$ cat config.mk
export PLATFORM = sky130hd
export DESIGN_NAME = sel_enc_regfile
export DESIGN_NICKNAME = d
export VERILOG_FILES = /design/src/rtl/sel_enc_regfile_pkg.sv /design/src/rtl/sel_enc_regfile_decode4to16.sv /design/src/rtl/sel_enc_regfile.sv
export SDC_FILE = /design/constraint.sdc
export NUM_CORES = 1
export LEC_CHECK = 0
export CAP_MARGIN = 20
export CELL_PAD_IN_SITES_DETAIL_PLACEMENT = 0
export CELL_PAD_IN_SITES_GLOBAL_PLACEMENT = 1
export CORE_AREA = 2 2 266 268
export DETAILED_ROUTE_END_ITERATION = 12
export DIE_AREA = 0 0 268 270
export DONT_BUFFER_PORTS = 1
export PLACE_DENSITY = 0.63
export SYNTH_ARGS = -nofsm -noshare
export SYNTH_HDL_FRONTEND = slang
export SYNTH_SLANG_ARGS = --single-unit
$ cat constraint.sdc
create_clock -name clock -period 6.25 [get_ports clock]
set_clock_uncertainty 0.2 [all_clocks]
set_input_delay 1.5625 -clock clock [delete_from_list [all_inputs] [get_ports clock]]
set_output_delay 1.5625 -clock clock [all_outputs]
set_load 0.02 [all_outputs]
$ cat src/rtl/sel_enc_regfile_pkg.sv
// Shared constants and types for the bus-receiving register file:
// IR field positions, widths and the register-index type.
package sel_enc_regfile_pkg;

    localparam int unsigned DATA_W = 32;
    localparam int unsigned NREGS  = 16;
    localparam int unsigned CNT_W  = 8;

    localparam int unsigned RA_MSB = 26;
    localparam int unsigned RB_MSB = 22;
    localparam int unsigned RC_MSB = 18;
    localparam int unsigned C_W    = 19;

    typedef logic [3:0] reg_idx_t;

    typedef enum logic [1:0] {
        SEL_NONE = 2'd0,
        SEL_A    = 2'd1,
        SEL_B    = 2'd2,
        SEL_C    = 2'd3
    } fld_sel_e;

endpackage

$ cat src/rtl/sel_enc_regfile_decode4to16.sv
// 4-bit register index to 16-bit one-hot decoder; output is all-zero when disabled.
module sel_enc_decode4to16
    import sel_enc_regfile_pkg::*;
(
    input  logic       en_i,
    input  reg_idx_t   idx_i,
    output logic [15:0] onehot_o
);

    always_comb begin
        onehot_o = '0;
        if (en_i) begin
            onehot_o[idx_i] = 1'b1;
        end
    end

endmodule

$ cat src/rtl/sel_enc_regfile.sv
// Register file on the receiving side of the datapath bus: field-select decode,
// 16 loadable registers, write-event counter and sticky error flags.
// Optional build macro SEL_ENC_BAOUT_ZERO_EN presents R0 as zero under ba_out.
module sel_enc_regfile #(
    parameter int unsigned DATA_W = sel_enc_regfile_pkg::DATA_W,
    parameter int unsigned NREGS  = sel_enc_regfile_pkg::NREGS,
    parameter int unsigned CNT_W  = sel_enc_regfile_pkg::CNT_W
) (
    input  logic                    clock,
    input  logic                    clear_n,
    input  logic [DATA_W-1:0]       bus_in,
    input  logic [31:0]             ir,
    input  logic                    gra,
    input  logic                    grb,
    input  logic                    grc,
    input  logic                    r_in,
    input  logic                    r_out,
    input  logic                    ba_out,
    input  logic [NREGS-1:0]        ext_r_in,
    output logic [NREGS*DATA_W-1:0] regs_flat,
    output logic [NREGS-1:0]        rout_onehot,
    output logic [NREGS-1:0]        rin_onehot,
    output logic [DATA_W-1:0]       c_sext,
    output logic [CNT_W-1:0]        write_count,
    output logic [1:0]              err
);

    import sel_enc_regfile_pkg::*;

    fld_sel_e          sel;
    reg_idx_t          fld;
    logic [NREGS-1:0]  dec;
    logic              multi_sel;
    logic              load_overlap;

    logic [DATA_W-1:0] regs_q [NREGS];
    logic [DATA_W-1:0] regs_d [NREGS];
    logic [CNT_W-1:0]  write_count_q, write_count_d;
    logic [1:0]        err_q, err_d;

    logic unused_ir_bits;
    assign unused_ir_bits = ^ir[31:27];

    always_comb begin
        if (gra) begin
            sel = SEL_A;
        end else if (grb) begin
            sel = SEL_B;
        end else if (grc) begin
            sel = SEL_C;
        end else begin
            sel = SEL_NONE;
        end
    end

    always_comb begin
        fld = '0;
        case (sel)
            SEL_A:   fld = ir[RA_MSB -: 4];
            SEL_B:   fld = ir[RB_MSB -: 4];
            SEL_C:   fld = ir[RC_MSB -: 4];
            default: fld = '0;
        endcase
    end

    sel_enc_decode4to16 u_dec (
        .en_i     (sel != SEL_NONE),
        .idx_i    (fld),
        .onehot_o (dec)
    );

    assign rin_onehot  = (r_in ? dec : '0) | ext_r_in;
    assign rout_onehot = (r_out | ba_out) ? dec : '0;
    assign c_sext      = {{(DATA_W - C_W){ir[C_W-1]}}, ir[C_W-1:0]};

    assign multi_sel    = (gra & grb) | (gra & grc) | (grb & grc);
    assign load_overlap = r_in & (|dec) & (|(ext_r_in & ~dec));

    always_comb begin
        for (int unsigned k = 0; k < NREGS; k++) begin
            regs_d[k] = rin_onehot[k] ? bus_in : regs_q[k];
        end
        write_count_d = (|rin_onehot) ? write_count_q + CNT_W'(1) : write_count_q;
        err_d         = err_q | {load_overlap, multi_sel};
    end

    always_ff @(posedge clock or negedge clear_n) begin
        if (!clear_n) begin
            for (int unsigned k = 0; k < NREGS; k++) begin
                regs_q[k] <= '0;
            end
            write_count_q <= '0;
            err_q         <= '0;
        end else begin
            for (int unsigned k = 0; k < NREGS; k++) begin
                regs_q[k] <= regs_d[k];
            end
            write_count_q <= write_count_d;
            err_q         <= err_d;
        end
    end

    always_comb begin
        for (int unsigned k = 0; k < NREGS; k++) begin
            regs_flat[k*DATA_W +: DATA_W] = regs_q[k];
        end
`ifdef SEL_ENC_BAOUT_ZERO_EN
        // Only the presented view of R0 is masked; the stored value is untouched.
        if (ba_out && dec[0]) begin
            regs_flat[DATA_W-1:0] = '0;
        end
`endif
    end

    assign write_count = write_count_q;
    assign err         = err_q;

endmodule

Yosys cells after proc, flatten, opt, wreduce, memory -nomap -nowiden --
Index checks and enable logic that the tools add are counted.
Storage, ports and cells: bits in registers 522, latch bits 0, RAM bits 0, memory bits (read-only) 0, input port bits 88, output and inout bits 586, word-level logic and storage cells 50, memories 0
Operators by class: $add $sub $neg 1, multiply operators 0, div/mod/pow operators 0, order comparisons 2, eq/ne operators 3, shifts and indexed selects 0, multiplexer cells 9, bitwise gates (word level) 12, reduce and logical (&&, ||, !) cells 5
Operators with widths (number):
- $mux W16 | 3
- $reduce_or A16 Y1 | 3
- $and A16 B16 Y16 | 1
- $not A16 Y16 | 1
- $or A16 B16 Y16 | 1
- $pmux W4 S3 | 1
- $add A8 B1 Y8 const B | 1
- $mux W2 | 3
- $and A1 B1 Y1 | 5
- $lt A4 B5 Y1 const B | 1
- $demux W1 S4 | 1
- $eq A2 B2 Y1 const B | 2
- $ge A4 B1 Y1 const B | 1
- $or A1 B1 Y1 | 3
- $eq A2 B1 Y1 const B | 1
- $or A2 B2 Y2 | 1
- $reduce_bool A2 Y1 | 1
- $logic_and A1 B1 Y1 | 1
- $mux W1 | 1

Logic depth before layout (Yosys ltp) --
Gate-level depths: netlist of the first run.
depth in word-level cells 15, depth in mapped cells 10, mapped depth without buffers 7

Cells and area by module --
Synthesis of the first run repeated with hierarchy kept, for this count alone.
Unflattened totals: cell total of the unflattened synthesis 1299, area total of the unflattened synthesis 20428.3 um2
By module, submodules not included:
- sel_enc_regfile | instances 1, cells an instance 1276, area an instance 20310.7 um2, seq. area each 13062.5 um2
- sel_enc_decode4to16 | instances 1, cells an instance 23, area an instance 117.6 um2, seq. area each 0.0 um2

Least setup slack after synthesis of the first run --
No wires, ideal clock.
kind in2out, start point input grb, end point output rin_onehot[2], arrival time 3.189 ns, data required time 4.487 ns, slack 1.298 ns, stages 8, path buffers 3, cells stage by stage buf_2 > a21oi_1 > a21o_1 > buf_2 > nor2_1 > a31oi_1 > buf_2 > inv_1
Between the ends: longest elaborated chain between the ends 11, elaborated cells between the ends (all ways) 15, classes of those cells order compare: 2; eq/ne: 3; mux: 7; bitwise: 1; reduce/logical: 2
RTL lines:
- start, declared | line sel_enc_regfile.sv:14 | input logic grb,
- $mux W2 (*) | line sel_enc_regfile.sv:47 | end else if (grb) begin
- $mux W2 (*) | line sel_enc_regfile.sv:45 | if (gra) begin
- $eq A2 B2 Y1 or $eq A2 B1 Y1 (tied branches) | line sel_enc_regfile.sv:58 | case (sel)
- $pmux W4 S3 | line sel_enc_regfile.sv:58
- $lt A4 B5 Y1 (not written as such) or $ge A4 B1 Y1 (tied branches) | line sel_enc_regfile_decode4to16.sv:13 | onehot_o[idx_i] = 1'b1;
- $logic_and A1 B1 Y1 (not written as such) | line sel_enc_regfile_decode4to16.sv:13
- $mux W1 (not written as such) | line sel_enc_regfile_decode4to16.sv:13
- $demux W1 S4
- $mux W16 (*) | line sel_enc_regfile_decode4to16.sv:12 | if (en_i) begin
- $mux W16 (*) | line sel_enc_regfile.sv:72 | assign rin_onehot = (r_in ? dec : '0) | ext_r_in;
- $or A16 B16 Y16 (*) | line sel_enc_regfile.sv:72
- end, declared | line sel_enc_regfile.sv:22 | output logic [NREGS-1:0] rin_onehot,
Every way passes the cells marked *; elsewhere a longest branch is shown, timed or not.

Worst setup path in the final report of the first run --
start point input ir[21], end point output rout_onehot[8]
Between the ends: longest elaborated chain between the ends 7, elaborated cells between the ends (all ways) 8, classes of those cells order compare: 2; mux: 5; reduce/logical: 1
RTL lines:
- start, declared | line sel_enc_regfile.sv:12 | input logic [31:0] ir,
- $pmux W4 S3 (*) | line sel_enc_regfile.sv:58
- $lt A4 B5 Y1 (not written as such) or $ge A4 B1 Y1 (tied branches) | line sel_enc_regfile_decode4to16.sv:13
- $logic_and A1 B1 Y1 (not written as such) | line sel_enc_regfile_decode4to16.sv:13
- $mux W1 (not written as such) | line sel_enc_regfile_decode4to16.sv:13
- $demux W1 S4 (*)
- $mux W16 (*) | line sel_enc_regfile_decode4to16.sv:12
- $mux W16 (*) | line sel_enc_regfile.sv:73 | assign rout_onehot = (r_out | ba_out) ? dec : '0;
- end, declared | line sel_enc_regfile.sv:21 | output logic [NREGS-1:0] rout_onehot,
Marked as above.

==> summary.md, run 1 <==
| Metric | Value |
|---|---|
| Status | complete, no violations |
| CTS Buf Count | 55 |
| Setup violators final | 0 |
| Fmax | 0.181 GHz |
| Post-Synthesis Cells | 1369 |
| YS warnings | 0 |
| Post-CTS setup buffer count | 0 |
| All-layer global routing usage | between 10% and 20% |
| Fill cells | 6809 |
| Most frequent cells after synthesis | dfrtp_1 (522), mux2_2 (480), nand2_1 (108) |
| # rows | between 90 and 100 |
| Post-synthesis register bit count | 522 |
| Asr flop ratio synth | 100% |
| Initial antenna violation count | 3 |
| Vias post-DR | 11600 |
| Cts repair resizes | 0 |
| Slew Viols, Final | 0 |
| Post-synth top area share | a little under two thirds |
| Wire per inst | between 20 and 30 um |
| Final Hold Viols | 0 |
| Gr ovfl total | 0 |
| Cell Area, Synth | 20500 um2 |
| Fin crit period | 5.54 ns |
| Area grow syn2layout | 14.1% |
| Unrepaired setup endpoints after global routing | false |
| CTS clock-pin slew for the worst setup and hold paths | 0.06 ns |
| Hold Path Class | flip-flop to flip-flop |
| Clk sinks | 522 |
| Leak | 9.72 nW |
| CTS Hold Buffers Added | 0 |
| Final setup margin | 0.714 ns |
| Number of DRC markers in iteration 0 | a little over 600 |
| Crit end category | output port |
| RD Place Congestion | roughly 0.8 |
| Top-count cell post-synth | dfrtp_1 |
| Max Cap Violations | 0 |
| Peak supply drop | approximately 0.00022 V |
| Dpl ws | 0.735 ns |
| Worst-Margin Slew | between 1 and 1.5 ns |
| ANT nets after route | 0 |
| Worst EP required | between 4 and 5 ns |
| Post-Route Utilization | 33.6% |
| Power Density | 373 nW/um2 |
| Clock latency on the worst-skew pair | 0.59 ns |
| Full die area | 72400 um2 |
| CP Class | input port to output port |
| First-pass DRT Iterations | 4 |
| Largest net degree at the start of global routing | about 520 |
| Die width | 268 um |
| H-tree levels | 2 |
| Core area | between 60000 and 70000 um2 |
| Startpoint Class | input port |
| Die Y | between 200 and 300 um |
| Dominant cells by area after synthesis | dfrtp_1 (64%), mux2_2 (26%), nand2_1 (2.0%), buf_4 (1.2%), clkbuf_1 (1.1%) |
| Most frequently used flop master after synthesis | dfrtp_1 |
| Post-synth EDFFs | 0 |
| Fin Setup TNS | 0 ns |
| # port buffers | 0 |
| Post-detail-place hpwl | 47600 um |
| Final wirelength | 69000 um |
| Synth unique cells | 46 |
| Crit share post-route | 88.6% |
| Root Buffer Master | clkbuf_16 |
| Synth area leader | dfrtp_1 |
| Initial Utilization | 29.4% |
| Layout cell share with drive strength beyond 1 | a little under half |
| Max clock buf depth | 3 |
| Max transition margin | 20.9% |
| Synthesized Nets | ~1500 |
| CTS tree | built |
| DRC Markers | 0 |
| Via density | 5.01 |
| Mapped Avg Cell Area | 15.0 um2 |
| Nets | 1417 |
| Vias in the first global route | 12300 |
| Boundary Pins | 674 |
| Sequential fraction of the synthesis area | between 60% and 70% |
| CP max FO | 12 |
| Worst EP arrival | 3.77 ns |
| First-pass GRT wire length | 95600 um |
-- per-layer routing --
layer | track usage [%] | routed length, um | part of all wire (%)
met5 | 0 | 0 | 0
met4 | 6.54 | 2310 | 3.3
met3 | 7.59 | 7480 | 11
met2 | 31.5 | 33700 | 49
met1 | 21.0 | 25600 | 37
-- cells by family after synthesis --
group | share of synthesized area (%)
muxes | 26.5
xor gates and xnor gates | 0.299
buffers and inverters | 3.37
and+or+nand+nor | 3.32
adders and majority gates | 0.0611
AOI/OAI and AO/OA | 2.69
DFF | 63.8
-- sequential cells by signal (all words and copies together) (netlist names) --
signal,flops
err,2
write_count,8
regs_flat,512
-- through the flow --
step / power, mW / cells / area [um2] / hold WS (ns)
finish: 8.71 / 2314 / 23400 / 0.421
global route: 9.04 / 2313 / 23400 / 0.395
CTS: 8.82 / 2313 / 23400 / 0.403
detailed placement: 5.30 / 2211 / 21400 / 0.415
global placement: 5.27 / 2211 / 21400 / 0.415
floorplan: 5.03 / 1369 / 20500 / 0.381
-- area by class of cell --
type                    count  area [um2]  share of cell area (%)
diodes                      1        2.50                  0.0107
clock buffers              82        1640                    7.01
clock inverters            20         312                    1.33
inverters                  18        67.6                   0.289
multi-input cells         707        6920                    29.6
flip-flops and latches    522       13100                    55.9
well taps                 940        1180                    5.04
repair buffers             24         180                   0.771
-- power by group --
part	switching (mW)	total (mW)	internal, mW	leakage (nW)
sequential	0.807	4.56	3.75	6.11
combinational	0.317	0.672	0.354	2.64
clock	1.38	3.48	2.10	0.965
total	2.51	8.71	6.20	9.72
-- cells in the final DEF, fill, tap and decap left out, drive strengths merged, types with 6 or more instances in the layout --
cell    netlist  routed
o21ai         7       7
mux2        481     481
buf          63      24
inv          18      20
a21oi        10      10
clkbuf       59      82
a41oi        10      10
xnor2         7       7
nor2         23      23
dfrtp       522     522
nor3          7       7
bufinv        0       7
clkinv        0      11
a31oi         6       6
nand2       108     108
-- path summary, 6_finish.rpt --
check / to / from / cells past startpoint / slack, ns
max: rout_onehot[8] / ir[21] / 5 / 0.71
min: regs_flat[200] / regs_flat[200] / 2 / 0.42
max reg2reg: write_count[6] / write_count[0] / 4 / 4.66
min reg2reg: regs_flat[200] / regs_flat[200] / 2 / 0.42
max in group asynchronous: regs_flat[427] / clear_n / 0 / 4.42
min in group asynchronous: regs_flat[57] / clear_n / 0 / 0.43
-- critical path, stage by stage --
cell,delay (ns)
a21oi_1,0.25
a21oi_2,0.30
nor2_1,0.64
o21ai_0,0.52
nor2_1,0.48
No activity file was read; power rests on OpenSTA's default activity.
==> run 2: changes to the inputs <==
- CORE_AREA: 2 2 266 268 -> 2 2 265 267
- DIE_AREA: 0 0 268 270 -> 0 0 267 269
==> run 2 against run 1 <==
Clock power decreased by 5.7%. Critical endpoint is now rout_onehot[0]. Worst setup slack improved by 0.18 ns. Largest cell class unchanged. The run now ends with max-slew violations left. Final cell count decreased by 0.13%. Core utilization decreased by 0.061 points. Register-to-register slack improved by 0.03 ns. Sequential power about the same. Critical path type unchanged. Final area decreased by 0.53%. Combinational power decreased by 1%. Count of clock-buffer cells in the layout decreased by 9.
==> summary.md, run 2 (synthesis results as in run 1) <==
| Metric | Value |
|---|---|
| Worst EP arrival | 3.59 ns (-0.18 ns) |
| # port buffers | 0 (unchanged) |
| Final Hold Viols | 0 (unchanged) |
| All-layer global routing usage | 18.0% (-0.60 points) |
| HP Start | regs_flat[201] |
| Startpoint Class | input port |
| Final wirelength | 67400 um (-2.3%) |
| Peak supply drop | 0.000213 V (-1.3%) |
| Fin crit period | 5.35 ns (-0.183 ns) |
| DP Area | 21400 um2 (+0.11%) |
| Setup violators final | 0 (unchanged) |
| Status | finished with violations |
| Fin area | 23200 um2 (-0.53%) |
| # rows | 97 (unchanged) |
| Fin Setup TNS | 0 ns (unchanged) |
| Cts repair resizes | 0 (unchanged) |
| CP max FO | 8 (-4) |
| Power Density | 366 nW/um2 (-2.0%) |
| Fmax | 0.187 GHz (+3.4%) |
| R2r setup slk | 4.69 ns (+0.03 ns) |
| Worst-Margin Slew | 2.81 ns (+1.62 ns) |
| Max clock buf depth | 3 (unchanged) |
| Initial Utilization | 29.5% (+0.10 points) |
| Vias post-DR | 11400 (-1.6%) |
| Largest net degree at the start of global routing | 523 (unchanged) |
| Root Buffer Master | clkbuf_16 |
| Nets | 1419 (+0.14%) |
| CTS Buf Count | 54 (-1.8%) |
| Clk sinks | 522 (unchanged) |
| RD Place Congestion | 0.738 (-5.3%) |
| Failing checks | max-slew violations |
| Commonest non-fill, non-tap cell in the layout | dfrtp_1 |
| Area grow syn2layout | 13.5% |
| Hold path depth | 2 (unchanged) |
| Worst r2r src | write_count[0] |
| Critical path cell sequence | a21oi_1 > a21oi_2 > nor2_2 > o21ai_0 > nor3_1 > buf_4 |
| ANT nets after route | 0 (unchanged) |
| CTS Hold Buffers Added | 0 (unchanged) |
| Max Cap Violations | 0 (unchanged) |
| Gr ovfl total | 0 (unchanged) |
| Hold endpoint | regs_flat[201] |
| Reg-to-reg critical path endpoint | write_count[6] |
| Post-CTS setup buffer count | 0 (unchanged) |
| Hold Path Class | flip-flop to flip-flop |
| Layout cell share with drive strength beyond 1 | 45.2% (-0.080 points) |
| Leak | 9.66 nW (-0.64%) |
| Worst EP required | 4.49 ns (about the same) |
| First-pass DRT Iterations | 4 (unchanged) |
| Clock latency on the worst-skew pair | 0.59 ns (about the same) |
| Crit end category | output port |
| CTS clock-pin slew for the worst setup and hold paths | 0.06 ns (about the same) |
| Slew Viols, Final | 316 (+316) |
| CP Class | input port to output port |
| Reg2reg path depth | 4 (unchanged) |
| DRC Markers | 0 (unchanged) |
| Via density | 4.93 (-1.5%) |
| Multi-input gate area | 6920 um2 (unchanged) |
| Full die area | 71800 um2 (-0.74%) |
| Core area | 69300 um2 (-0.35%) |
| Fill cells | 6794 (-0.22%) |
| ANT cells | 0 (-1) |
| Die width | 267 um (-0.37%) |
| First-pass GRT wire length | 92700 um (-3.0%) |
| Post-detail-place hpwl | 46600 um (-2.0%) |
| Vias in the first global route | 11900 (-3.1%) |
| Crit share post-route | 85.6% (-2.9 points) |
| Max transition margin | -87.1% (-110 points) |
| Initial antenna violation count | 3 (unchanged) |
| CTS tree | built |
| Largest register FFs | 512 (unchanged) |
| Boundary Pins | 674 (unchanged) |
| Die Y | 269 um (-0.37%) |
| H-tree levels | 2 (unchanged) |
| Number of DRC markers in iteration 0 | 537 (-12%) |
| Unrepaired setup endpoints after global routing | false |
| Slowest cell on the critical path | nor2_2 |
| Wire per inst | 29.2 um (-2.2%) |
| Most frequent cells in the layout | dfrtp_1 (522), mux2_2 (480), nand2_1 (108) |
| Sequential cell area | 13100 um2 (unchanged) |
| Crit-path max cell delay | 0.51 ns (-0.13 ns) |
## run 2: area by class of cell
type | instances | share of cell area [%]
repair buffers | 27 | 0.873
flip-flops and latches | 522 | 56.2
clock buffers | 73 | 6.47
multi-input cells | 707 | 29.8
well taps | 940 | 5.06
inverters | 18 | 0.291
clock inverters | 24 | 1.30
## run 2: worst max-delay path, delay by kind of cell
kind                   cells  cell delay (ns)
AO/OA/AOI/OAI              3             0.87
AND/OR/NAND/NOR            2             0.92
buffers and inverters      1             0.22
## run 2: worst max-delay path by stage
stage                     startpoint              to  cells after the start
after floorplan                  grb   rin_onehot[2]                      8
after global routing          ir[21]  rout_onehot[0]                      6
final                         ir[21]  rout_onehot[0]                      6
after CTS                     ir[21]  rout_onehot[0]                      6
after global placement        ir[21]  rout_onehot[0]                      6
after detailed placement      ir[21]  rout_onehot[0]                      6
## run 2: where the power goes
part,switching [mW],internal (mW)
registers,0.803,3.75
logic,0.308,0.355
clock network,1.38,1.90
total,2.49,6.01
## run 2: metrics by stage
stage	hold WS (ns)	utilization [%]	cells	power, mW	setup slack [ns]
detailed placement	0.432	30.9	2214	5.29	0.967
floorplan	0.381	-	1369	5.03	1.30
CTS	0.409	33.5	2311	8.61	0.941
finish	0.436	33.5	2311	8.49	0.897
global placement	0.429	30.9	2214	5.27	0.994
global route	0.403	33.5	2311	8.82	0.784
## run 2: layer usage
metal  global-route usage [%]  share of wire [%]  vias up  wire length [um]
met5                        0                  0        -                 0
met4                     5.95                2.9        0              1950
met3                     7.29                 10      114              7000
met2                     30.7                 49      513             33000
met1                     20.5                 38     6109             25500
li1                         -                  -     4665                 -
